$ cat config.mk
export PLATFORM = sky130hd
export DESIGN_NAME = replay_recorder
export DESIGN_NICKNAME = d
export VERILOG_FILES = /design/src/rtl/replay_pkg.sv /design/src/rtl/replay_recorder_edge_detect.sv /design/src/rtl/replay_recorder.sv
export SDC_FILE = /design/constraint.sdc
export NUM_CORES = 1
export LEC_CHECK = 0
export ABC_AREA = 1
export ABC_CLOCK_PERIOD_IN_PS = 16900
export BUFFER_PORTS_ARGS = -buffer_cell sky130_fd_sc_hd__buf_2
export CAP_MARGIN = 20
export CORE_AREA = 5 5 235 237
export DETAILED_ROUTE_END_ITERATION = 6
export DIE_AREA = 0 0 240 242
export GPL_ROUTABILITY_DRIVEN = 0
export PLACE_DENSITY = 0.49
export SETUP_SLACK_MARGIN = 0.4
export SYNTH_ARGS = -nofsm -noshare
export SYNTH_HDL_FRONTEND = slang
export SYNTH_SLANG_ARGS = --single-unit
$ cat constraint.sdc
create_clock -name CLK -period 16.9 [get_ports CLK]
set_input_delay 1.69 -clock CLK [delete_from_list [all_inputs] [get_ports CLK]]
set_output_delay 1.69 -clock CLK [all_outputs]
set_load 0.005 [all_outputs]
$ cat src/rtl/replay_pkg.sv
// Shared types and constants for the pong replay recorder.
package replay_pkg;

  typedef enum logic [1:0] {
    IDLE   = 2'd0,
    RECORD = 2'd1,
    HOLD   = 2'd2,
    PLAY   = 2'd3
  } state_e;

  localparam int COORD_W    = 12;
  localparam int NUM_COORDS = 12;
  localparam int SNAP_W     = COORD_W * NUM_COORDS;

  // Bit offsets of each coordinate inside a packed snapshot
  localparam int SQ_A_X1_LSB  = 0 * COORD_W;
  localparam int SQ_A_X2_LSB  = 1 * COORD_W;
  localparam int SQ_A_Y1_LSB  = 2 * COORD_W;
  localparam int SQ_A_Y2_LSB  = 3 * COORD_W;
  localparam int SQ_B_X1_LSB  = 4 * COORD_W;
  localparam int SQ_B_X2_LSB  = 5 * COORD_W;
  localparam int SQ_B_Y1_LSB  = 6 * COORD_W;
  localparam int SQ_B_Y2_LSB  = 7 * COORD_W;
  localparam int SQ_B1_X1_LSB = 8 * COORD_W;
  localparam int SQ_B1_X2_LSB = 9 * COORD_W;
  localparam int SQ_B1_Y1_LSB = 10 * COORD_W;
  localparam int SQ_B1_Y2_LSB = 11 * COORD_W;

  // LSB position of coordinate number idx within a snapshot
  function automatic int coord_lsb(input int idx);
    return idx * COORD_W;
  endfunction

endpackage

$ cat src/rtl/replay_recorder_edge_detect.sv
// Registered single-cycle edge detector, rising or falling selectable.
module edge_detect #(
  parameter bit FALLING = 1'b0
) (
  input  logic clk_i,
  input  logic rst_i,
  input  logic rst_val_i,
  input  logic sig_i,
  output logic edge_o
);

  logic sig_q;

  // Keep last cycle's level; the reset level is chosen by the parent so no false edge fires after reset
  always_ff @(posedge clk_i or posedge rst_i) begin
    if (rst_i) begin
      sig_q <= rst_val_i;
    end else begin
      sig_q <= sig_i;
    end
  end

  assign edge_o = FALLING ? (sig_q & ~sig_i) : (sig_i & ~sig_q);

endmodule

$ cat src/rtl/replay_recorder.sv
// Capture/replay controller: records one coordinate snapshot per frame into a
// circular BRAM buffer and streams it back at one frame per vsync after game over.
module replay_recorder #(
  parameter int  ADDR_BITS  = 9,
  parameter int  COORD_W    = 12,
  parameter int  NUM_COORDS = 12,
  localparam int SNAP_W     = COORD_W * NUM_COORDS
) (
  input  logic                 CLK,
  input  logic                 RST_BTN,
  input  logic                 mode,
  input  logic                 endgame,
  input  logic                 reply,
  input  logic                 vsync,
  input  logic [SNAP_W-1:0]    snap_in,
  output logic                 ram_en,
  output logic                 ram_we,
  output logic [ADDR_BITS-1:0] ram_addr,
  output logic [SNAP_W-1:0]    ram_wdata,
  input  logic [SNAP_W-1:0]    ram_rdata,
  output logic [SNAP_W-1:0]    play_data,
  output logic                 play_valid,
  output logic [1:0]           state,
  output logic [ADDR_BITS:0]   frames_stored
);

  import replay_pkg::*;

  localparam logic [ADDR_BITS-1:0] ONE_A = {{(ADDR_BITS-1){1'b0}}, 1'b1};
  localparam logic [ADDR_BITS:0]   ONE_F = {{ADDR_BITS{1'b0}}, 1'b1};
  localparam logic [ADDR_BITS:0]   DEPTH = {1'b1, {ADDR_BITS{1'b0}}};

  logic                 frame_tick;
  logic                 reply_rise;
  state_e               state_q;
  logic [ADDR_BITS-1:0] wr_ptr_q;
  logic [ADDR_BITS-1:0] rd_ptr_q;
  logic [ADDR_BITS:0]   frames_q;
  logic [ADDR_BITS:0]   play_left_q;
  logic                 ram_en_q;
  logic                 ram_we_q;
  logic [ADDR_BITS-1:0] ram_addr_q;
  logic [SNAP_W-1:0]    ram_wdata_q;
  logic                 rd_wait_q;
  logic [SNAP_W-1:0]    play_data_q;
  logic                 play_valid_q;

  edge_detect #(.FALLING(1'b1)) u_vsync_edge (
    .clk_i     (CLK),
    .rst_i     (RST_BTN),
    .rst_val_i (1'b1),
    .sig_i     (vsync),
    .edge_o    (frame_tick)
  );

  edge_detect #(.FALLING(1'b0)) u_reply_edge (
    .clk_i     (CLK),
    .rst_i     (RST_BTN),
    .rst_val_i (1'b0),
    .sig_i     (reply),
    .edge_o    (reply_rise)
  );

  // Control FSM with registered BRAM strobes; reads land in play_data two cycles after the strobe
  always_ff @(posedge CLK or posedge RST_BTN) begin
    if (RST_BTN) begin
      state_q      <= IDLE;
      wr_ptr_q     <= '0;
      rd_ptr_q     <= '0;
      frames_q     <= '0;
      play_left_q  <= '0;
      ram_en_q     <= 1'b0;
      ram_we_q     <= 1'b0;
      ram_addr_q   <= '0;
      ram_wdata_q  <= '0;
      rd_wait_q    <= 1'b0;
      play_data_q  <= '0;
      play_valid_q <= 1'b0;
    end else begin
      ram_en_q  <= 1'b0;
      ram_we_q  <= 1'b0;
      rd_wait_q <= ram_en_q & ~ram_we_q;
      if (rd_wait_q) begin
        play_data_q  <= ram_rdata;
        play_valid_q <= 1'b1;
      end
      if (!mode) begin
        state_q      <= IDLE;
        play_valid_q <= 1'b0;
        rd_wait_q    <= 1'b0;
      end else begin
        case (state_q)
          IDLE: begin
            if (!endgame) begin
              state_q      <= RECORD;
              wr_ptr_q     <= '0;
              frames_q     <= '0;
              play_valid_q <= 1'b0;
            end
          end
          RECORD: begin
            if (endgame) begin
              state_q <= HOLD;
            end else if (frame_tick) begin
              ram_en_q    <= 1'b1;
              ram_we_q    <= 1'b1;
              ram_addr_q  <= wr_ptr_q;
              ram_wdata_q <= snap_in;
              wr_ptr_q    <= wr_ptr_q + ONE_A;
              if (frames_q != DEPTH) begin
                frames_q <= frames_q + ONE_F;
              end
            end
          end
          HOLD: begin
            if (reply_rise && (frames_q != '0)) begin
              state_q     <= PLAY;
              rd_ptr_q    <= (frames_q == DEPTH) ? wr_ptr_q : '0;
              play_left_q <= frames_q;
            end
          end
          PLAY: begin
            if (frame_tick) begin
              ram_en_q    <= 1'b1;
              ram_addr_q  <= rd_ptr_q;
              rd_ptr_q    <= rd_ptr_q + ONE_A;
              play_left_q <= play_left_q - ONE_F;
              if (play_left_q == ONE_F) begin
                state_q <= HOLD;
              end
            end
          end
          default: state_q <= IDLE;
        endcase
      end
    end
  end

  assign ram_en        = ram_en_q;
  assign ram_we        = ram_we_q;
  assign ram_addr      = ram_addr_q;
  assign ram_wdata     = ram_wdata_q;
  assign play_data     = play_data_q;
  assign play_valid    = play_valid_q;
  assign state         = state_q;
  assign frames_stored = frames_q;

endmodule
Word-level counts from Yosys, hierarchy flattened
Index checks and enable logic that the tools add are counted.
- bits in registers: 343
- input bits: 294
- logic and storage cells: 92
- $add $sub $neg: 4
- equality and inequality tests: 17
- mux-type cells: 38
- bitwise logic cells: 7
- reduce and logical (&&, ||, !) cells: 12
- operator list (kind ; count):
    2-to-1 mux 9 bit ; 9
    2-to-1 mux 10 bit ; 6
    case mux 9 bit (2 select lines) ; 3
    case mux 10 bit (2 select lines) ; 2
    adder 9 x 1 -> 9 bit (second input constant) ; 2
    != test 3 bit (second input constant) ; 5
    AND reduction 5 bit ; 3
    2-to-1 mux 2 bit ; 6
    != test 2 bit (second input constant) ; 6
    adder 10 x 1 -> 10 bit (second input constant) ; 1
    equality test 10 x 1 -> 1 bit (second input constant) ; 1
    equality test 10 bit (second input constant) ; 1
    2-to-1 mux 1 bit ; 10
    != test 10 bit (second input constant) ; 1
    nonzero test 10 bit ; 1
    subtractor 10 x 1 -> 10 bit (second input constant) ; 1
    case mux 2 bit (4 select lines) ; 1
    AND reduction 4 bit ; 2
    AND reduction 6 bit ; 1
    nonzero test 2 bit ; 3
    equality test 2 bit (second input constant) ; 2
    inverter 1 bit ; 4
    bitwise AND 1 bit ; 3
    equality test 2 x 1 -> 1 bit (second input constant) ; 1
    other kinds (3) ; 3

Depth between registers and ports, before layout
Gate-level depths: netlist of run 1.
- depth in word-level cells: 6
- gate-level depth with buffers: 12

Worst setup path before layout of run 1
Ideal clock, no wire load.
- path kind: input port to flip-flop
- start: in endgame
- end: reg wr_ptr_q[7]
- arrival time: 2.594 ns
- required time: 16.783 ns
- slack: 14.189 ns
- stages: 10
- buffers on the path: 0
- cells stage by stage: inv_1 nand2_1 nor2_1 nand2_1 nor2_1 nand3_1 nor2_1 nand2_1 nand2_1 nor2_1
- word-level cells in the longest chain between the ends: 2
- elaborated cells between the ends (all ways): 3
- ends and longest elaborated chain (element ; RTL line ; source):
    start: declaration ; replay_recorder.sv:12 ; input logic endgame,
    != test 2 bit (no line) ; -- ;
    AND reduction 5 bit (no line) (*) ; -- ;
    end signal: assignment ; replay_recorder.sv:109 ; wr_ptr_q <= wr_ptr_q + ONE_A;
    end: declaration ; replay_recorder.sv:36 ; logic [ADDR_BITS-1:0] wr_ptr_q;
Every way passes the cells marked *; elsewhere a longest branch is shown, timed or not.
A chain may end at the register's enable or synchronous reset.

Final worst setup path of run 1
- start: in endgame
- end: reg ram_wdata_q[8] (netlist: ram_wdata[8])
- word-level cells in the longest chain between the ends: 2
- ends and longest elaborated chain (element ; RTL line ; source):
    inverter 1 bit (no line) ; -- ;
    AND reduction 4 bit (no line) ; -- ;
    end signal: assignment ; replay_recorder.sv:108 ; ram_wdata_q <= snap_in;
    end: declaration ; replay_recorder.sv:43 ; logic [SNAP_W-1:0] ram_wdata_q;
No other way between the ends.

==> results.sh, run 1 <==
export IMPL_vias=12850
export IMPL_cp_end_kind="register"
export IMPL_fmax_ghz=0.2896
export IMPL_relSlewSlack_pct=26.27
export IMPL_post_cts_buffers=0
export IMPL_path_cells="buf_2 -> inv_1 -> nand2_1 -> nor2_2 -> inv_2 -> nor2_4 -> buf_4 -> buf_4 -> nand2_1 -> nand2_1"
export IMPL_peakVddDrop_uv=86.05
export IMPL_tritoncts="yes"
export IMPL_grtUsageTotal_pct=16.76
export IMPL_clock_root_buffer="clkbuf_16"
export IMPL_ys_top_cells_by_area="dfrtp_1 61%, nand2_1 27%, o21ai_0 2.1%"
export IMPL_synth_area_um2=13950
export IMPL_crit_top_cell="nand2_1"
export IMPL_finalCritPeriodShare_pct=20.43
export IMPL_grt_overflow=0
export IMPL_setup_viol=0
export IMPL_hold_class="reg -> reg"
export IMPL_grt_max_degree=153
export IMPL_die_x_um=240
export IMPL_yosys_top_cells_count="1014 x nand2_1, 342 x dfrtp_1, 58 x o21ai_0, 52 x inv_1, 45 x nor2_1"
export IMPL_ioPinCount=606
export IMPL_rsz0062_at_grt="no"
export IMPL_port_buffers=605
export IMPL_grt_pass1_vias=12840
export IMPL_synth_cell_types=28
export IMPL_vias_per_cell=4.293
export IMPL_area_delta_synth_final_pct=36.37
export IMPL_start_kind="input port"
export IMPL_die_h_um=242
export IMPL_fp_dieArea_um2=58080
export IMPL_synth_most_common_cell="nand2_1"
export IMPL_setup_tns_ps=0
export IMPL_cts_made_buffers=41
export IMPL_synth_seq_area_share_pct=61.53
export IMPL_cp_max_fo=104
export IMPL_firstDrtPassIters=5
export IMPL_synth_nets=1977
export IMPL_drive_above_1_share_pct=30.42
export IMPL_synth_largest_area_cell="dfrtp_1"
export IMPL_p_leak_nw=10.70
export IMPL_dp_hpwl_mm=37.63
export IMPL_required_ps=17380
export IMPL_worstPathArrival_ps=3930
export IMPL_clockBufferDepth=3
export IMPL_outcome="completed"
export IMPL_finalHoldWorstSlack_ps=463.1
export IMPL_slowest_delay_ps=870
export IMPL_p_per_area_nw_per_um2=174.9
export IMPL_num_nets_final=2558
export IMPL_skew_ps=7.956
export IMPL_cts_sinks=343
export IMPL_finalCriticalPeriod_ps=3453
export IMPL_nFillCells=5594
export IMPL_grt_pass1_wl_mm=77.73
export IMPL_antenna_found_initial=14
export IMPL_critical_path_class="in -> reg"
export IMPL_synth_avg_cell_area_um2=8.319
export IMPL_cts_hold_buf=0
export IMPL_rows=85
export IMPL_tightest_slew_ps=1106
export IMPL_drcViolationCount=0
export IMPL_core_area_um2=53070
export IMPL_path_clk_slew_ps=60
export IMPL_routed_wl_mm=50.92
export IMPL_drt_iter0_drc=624
export IMPL_yosys_area_top_type_share_pct=61.35
export IMPL_ys_ff_latch=343
export IMPL_ctsResizeCount=0
export IMPL_async_reset_ff_share_pct=100.0
export IMPL_drv_slew=0
export IMPL_drtAntennaViolNets=0
export IMPL_synth_edf_count=0
export IMPL_wire_per_inst_um=17.02
export IMPL_maxCapViolCount=0
export IMPL_yosys_most_used_dff="dfrtp_1"
export IMPL_clock_latency_ps=550
export IMPL_synthCells=1677
export IMPL_crit_slowest_cell="buf_4"
export IMPL_synth_warnings=0
export IMPL_initial_utilization_pct=26.29
export IMPL_timing_final_hold_violations=0
export IMPL_h_tree_depth=2
## flip-flops by register name (all words and copies together) (netlist names)
signal,count
frames_stored,10
play_valid,1
state,2
ram_en,1
ram_addr,9
rd_wait_q,1
wr_ptr_q,9
rd_ptr_q,9
play_data,144
u_vsync_edge.sig_q,1
play_left_q,10
ram_wdata,144
ram_we,1
u_reply_edge.sig_q,1
## area by class of cell
cell class	count	area [um2]	area share (%)
Clock inverter	15	191.4	1.006
Multi-Input combinational cell	1199	4770	25.07
Antenna cell	8	20.02	0.1052
Tap cell	696	870.8	4.577
Inverter	59	234.0	1.230
Timing Repair Buffer	614	3128	16.44
Sequential cell	343	8588	45.14
Clock buffer	58	1222	6.426
## logic make-up after synthesis
family                     share of synthesized area (%)
buffers and inverters                              4.278
xor gates and xnor gates                          0.1256
DFF                                                61.53
AOI/OAI and AO/OA                                  2.565
adders and majority gates                         0.5381
muxes                                            0.07175
and+or+nand+nor                                    30.89
## placed cells by master (no fill, tap or decap), types with 7 or more instances in the layout
master     instances
nand2_1         1014
buf_2            605
dfrtp_1          341
o21ai_0           58
inv_1             51
nor2_1            45
clkbuf_16         43
nand3_1           42
clkbuf_8           9
diode_2            8
a21oi_1            8
buf_4              7
## worst paths after layout
| path | cells past startpoint | from | endpoint | slack, ps |
|---|---|---|---|---|
| setup / recovery | 10 | endgame | ram_wdata[8]$_DFFE_PP0P_ | 13450 |
| hold / removal | 2 | ram_wdata[132]$_DFFE_PP0P_ | ram_wdata[132]$_DFFE_PP0P_ | 460 |
| setup reg to reg | 10 | state[0]$_DFFE_PP0P_ | ram_wdata[8]$_DFFE_PP0P_ | 13850 |
| hold reg to reg | 2 | ram_wdata[132]$_DFFE_PP0P_ | ram_wdata[132]$_DFFE_PP0P_ | 460 |
| max in group asynchronous | 3 | RST_BTN | play_data[51]$_DFFE_PP0P_ | 14000 |
| min in group asynchronous | 2 | RST_BTN | ram_wdata[46]$_DFFE_PP0P_ | 1300 |
## report_power, final
group	switching, mW	internal [mW]
logic	0.571	0.426
clock network	0.355	0.565
registers	0.219	1.19
total	1.14	2.18
## critical path: cells and delay by family
| kind | cells | cell delay, ps |
|---|---|---|
| buffers and inverters | 5 | 1530 |
| AND/OR/NAND/NOR | 5 | 530 |
## metal layers
metal	global-route usage (%)	vias up	part of all wire (%)	wire (um)
li1	-	6277	-	-
met1	21.33	5996	41	21010
met2	27.06	484	46	23450
met3	6.170	76	10	5128
met4	4.423	12	2.5	1256
met5	0	-	0.15	75
## stage by stage
step	util, %	setup slack, ps	std cells	area (um2)	power [mW]
floorplan	-	5703	1677	13950	1.824
global placement	33.09	12820	2910	17560	2.421
detailed placement	33.09	12770	2910	17560	2.437
CTS	35.76	13360	2983	18980	3.384
global route	35.84	13300	2990	19020	3.572
finish	35.85	13450	2992	19020	3.327
No activity file was read; power rests on OpenSTA's default activity.
==> run 2, diff against run 1 <==
ABC_AREA = 0   (was 1)
ABC_CLOCK_PERIOD_IN_PS = 3000   (was 16900)
CORE_AREA = 5 5 232 234   (was 5 5 235 237)
DIE_AREA = 0 0 237 239   (was 0 0 240 242)
PLACE_DENSITY = 0.51   (was 0.49)
clock period = 3 ns   (was 16.9 ns; I/O delays follow)
==> run 2 against run 1 <==
Effect of this change: critical path depth decreased by 2; sequential power increased to 4.2 times the previous value; via count decreased by 13%; core utilization increased by 6.3 points; final cell count decreased by 14%; global-route usage decreased by 1.2 points; clock power increased to 5.4 times the previous value; largest cell class unchanged.
==> results.sh, run 2 <==
export IMPL_synth_most_common_cell="dfrtp_1"
export IMPL_wire_per_inst_um=18.10
export IMPL_grt_pass1_wl_mm=70.20
export IMPL_worstReg2RegEnd="rd_ptr_q[7]$_DFFE_PP0P_"
export IMPL_rows=84
export IMPL_ys_ff_latch=343
export IMPL_vias=11120
export IMPL_reg2reg_from="frames_stored[0]$_DFFE_PP0P_"
export IMPL_clock_latency_ps=550
export IMPL_dp_cells=2206
export IMPL_port_buffers=605
export IMPL_fmax_ghz=0.4280
export IMPL_pwr_share_comb_pct=18.8
export IMPL_synth_area_um2=13590
export IMPL_core_area_um2=51810
export IMPL_cp_end_kind="register"
export IMPL_synth_avg_cell_area_um2=14.58
export IMPL_outcome="completed"
export IMPL_grt_max_degree=128
export IMPL_holdPathStages=3
export IMPL_grt_overflow=0
export IMPL_r2r_cells=8
export IMPL_grt_pass1_vias=11920
export IMPL_skew_ps=14.76
export IMPL_r2r_setup_slack_ps=660
export IMPL_worstPathArrival_ps=2790
export IMPL_area_delta_synth_final_pct=60.53
export IMPL_final_cell_mix="605 x buf_2, 341 x dfrtp_1, 291 x dlygate4sd3_1"
export IMPL_drive_above_1_share_pct=45.72
export IMPL_postPlaceCellArea_um2=17540
export IMPL_num_nets_final=2151
export IMPL_switchingPower_mw=3.463
export IMPL_setup_tns_ps=0
export IMPL_grtUsageTotal_pct=15.60
export IMPL_dp_hpwl_mm=34.38
export IMPL_finalCriticalPeriod_ps=2336
export IMPL_synth_edf_count=0
export IMPL_vias_per_cell=4.326
export IMPL_required_ps=3450
export IMPL_finalCritPeriodShare_pct=77.88
export IMPL_p_leak_nw=11.20
export IMPL_finalInstanceArea_um2=21820
export IMPL_die_h_um=239
export IMPL_yosys_most_used_dff="dfrtp_1"
export IMPL_synthCells=932
export IMPL_cts_sinks=343
export IMPL_initial_utilization_pct=26.23
export IMPL_cts_made_buffers=40
export IMPL_rsz0062_at_grt="no"
export IMPL_synth_nets=1232
export IMPL_crit_top_cell="o21ai_0"
export IMPL_yosys_area_top_type_share_pct=62.97
export IMPL_switching_share_pct=25.87
export IMPL_maxCapViolCount=0
export IMPL_post_cts_buffers=0
export IMPL_path_cells="inv_1 -> ha_1 -> nor4b_1 -> a311o_1 -> a21o_2 -> buf_4 -> o21ai_0 -> o21ai_0"
export IMPL_cp_max_fo=19
export IMPL_p_seq_share_pct=43.8
export IMPL_firstDrtPassIters=4
export IMPL_critical_path_class="reg -> reg"
export IMPL_fp_dieArea_um2=56640
export IMPL_synth_cell_types=54
export IMPL_antenna_found_initial=4
export IMPL_routed_wl_mm=46.54
export IMPL_drtAntennaViolNets=0
export IMPL_synth_warnings=0
export IMPL_tritoncts="yes"
export IMPL_worst_path_buf_inv=2
export IMPL_setup_viol=0
export IMPL_slowest_delay_ps=420
export IMPL_async_reset_ff_share_pct=100.0
export IMPL_tightest_slew_ps=869.9
export IMPL_ioPinCount=606
export IMPL_relSlewSlack_pct=42.01
export IMPL_path_clk_slew_ps=60
export IMPL_final_common_cell="buf_2"
export IMPL_drcViolationCount=0
export IMPL_p_per_area_nw_per_um2=613.6
export IMPL_clockPowerShare_pct=37.4
export IMPL_h_tree_depth=2
export IMPL_peakVddDrop_uv=358.7
export IMPL_yosys_top_cells_count="342 x dfrtp_1, 151 x mux2_2, 138 x mux2_1, 45 x nor2_1, 40 x nand2_1"
export IMPL_synth_largest_area_cell="dfrtp_1"
export IMPL_start_kind="register"
export IMPL_holdCritStartpoint="mode"
export IMPL_clockBufferDepth=3
export IMPL_timing_final_hold_violations=0
export IMPL_synth_seq_area_share_pct=63.17
export IMPL_crit_slowest_cell="dfrtp_1"
export IMPL_drt_iter0_drc=312
export IMPL_clock_root_buffer="clkbuf_16"
export IMPL_die_x_um=237
export IMPL_ys_top_cells_by_area="dfrtp_1 63%, mux2_2 13%, mux2_1 11%"
export IMPL_drv_slew=0
export IMPL_crit_family="compound AO/OA/AOI/OAI gates"
export IMPL_hold_class="in -> reg"
export IMPL_finalNonFillerCells=2571
export IMPL_p_int_mw=9.924
export IMPL_holdPathEnd="play_valid$_DFF_PP0_"
run 2: kinds of logic after synthesis:
logic type	after synthesis	synth area share, %
adders and majority gates	6	0.5524
xor gates and xnor gates	12	0.7733
muxes	292	24.17
buffers and inverters	62	2.661
AOI/OAI and AO/OA	75	3.775
DFF	343	63.17
and+or+nand+nor	142	4.907
run 2: per-layer routing:
layer  part of all wire, %  GRT usage (%)  wire, um
met3                   5.7          3.634      2672
met5                 0.028              0        13
met2                    53          28.21     24450
met4                   4.3          6.874      1983
met1                    37          17.59     17420
run 2: power groups by stage:
stage / clock, mW / sequential [mW] / combinational (mW)
final: 5.01 / 5.86 / 2.52
after global routing: 5.36 / 5.97 / 2.76
after CTS: 5.20 / 5.86 / 2.57
after detailed placement: 0 / 5.94 / 2.25
after global placement: 0 / 5.91 / 2.21
after floorplan: 0 / 5.97 / 0.822
run 2: worst reg2reg max path, stage by stage, from the launching register on:
cell,delay [ps]
dfrtp_1,420
inv_1,160
ha_1,170
nor4b_1,350
a311o_1,260
a21o_2,380
buf_4,310
o21ai_0,110
o21ai_0,90
run 2: stage by stage:
stage | hold WS [ps] | worst slack, ps | util [%] | power (mW)
after floorplan | 304.5 | -1888 | - | 6.788
after detailed placement | 417.0 | 517.7 | 33.85 | 8.188
after global routing | 55.75 | 510.5 | 42.11 | 14.08
after CTS | 23.69 | 488.4 | 42.09 | 13.63
after global placement | 414.7 | 617.8 | 33.85 | 8.126
final | 72.88 | 663.6 | 42.11 | 13.39
run 2: final cells by class:
type | count | area (um2)
Tap cell | 688 | 860.8
Antenna cell | 2 | 5.005
Clock inverter | 12 | 170.2
Clock buffer | 60 | 1187
Timing Repair Buffer | 925 | 6296
Inverter | 14 | 56.30
Fill cell | 4816 | 30000
Multi-Input combinational cell | 527 | 4653
Sequential cell | 343 | 8588
run 2: how the worst max path moves through the flow:
stage | startpoint | endpoint | slack [ps] | depth (start not counted)
6_report | frames_stored[0]$_DFFE_PP0P_ | rd_ptr_q[7]$_DFFE_PP0P_ | 660 | 8
5_1_grt | frames_stored[0]$_DFFE_PP0P_ | rd_ptr_q[2]$_DFFE_PP0P_ | 510 | 8
4_1_cts | frames_stored[0]$_DFFE_PP0P_ | rd_ptr_q[2]$_DFFE_PP0P_ | 490 | 8
3_5_place_dp | frames_stored[0]$_DFFE_PP0P_ | rd_ptr_q[7]$_DFFE_PP0P_ | 520 | 8
3_3_place_gp | frames_stored[0]$_DFFE_PP0P_ | rd_ptr_q[5]$_DFFE_PP0P_ | 620 | 8
2_1_floorplan | RST_BTN | frames_stored[0]$_DFFE_PP0P_ | -1890 | 1
run 2: what timing repair did:
action                                  in CTS  in global routing
endpoints found under the setup margin       0                 10
resized for setup                            0                  1
hold endpoints to repair                   336                  0
hold buffers                               291                  0
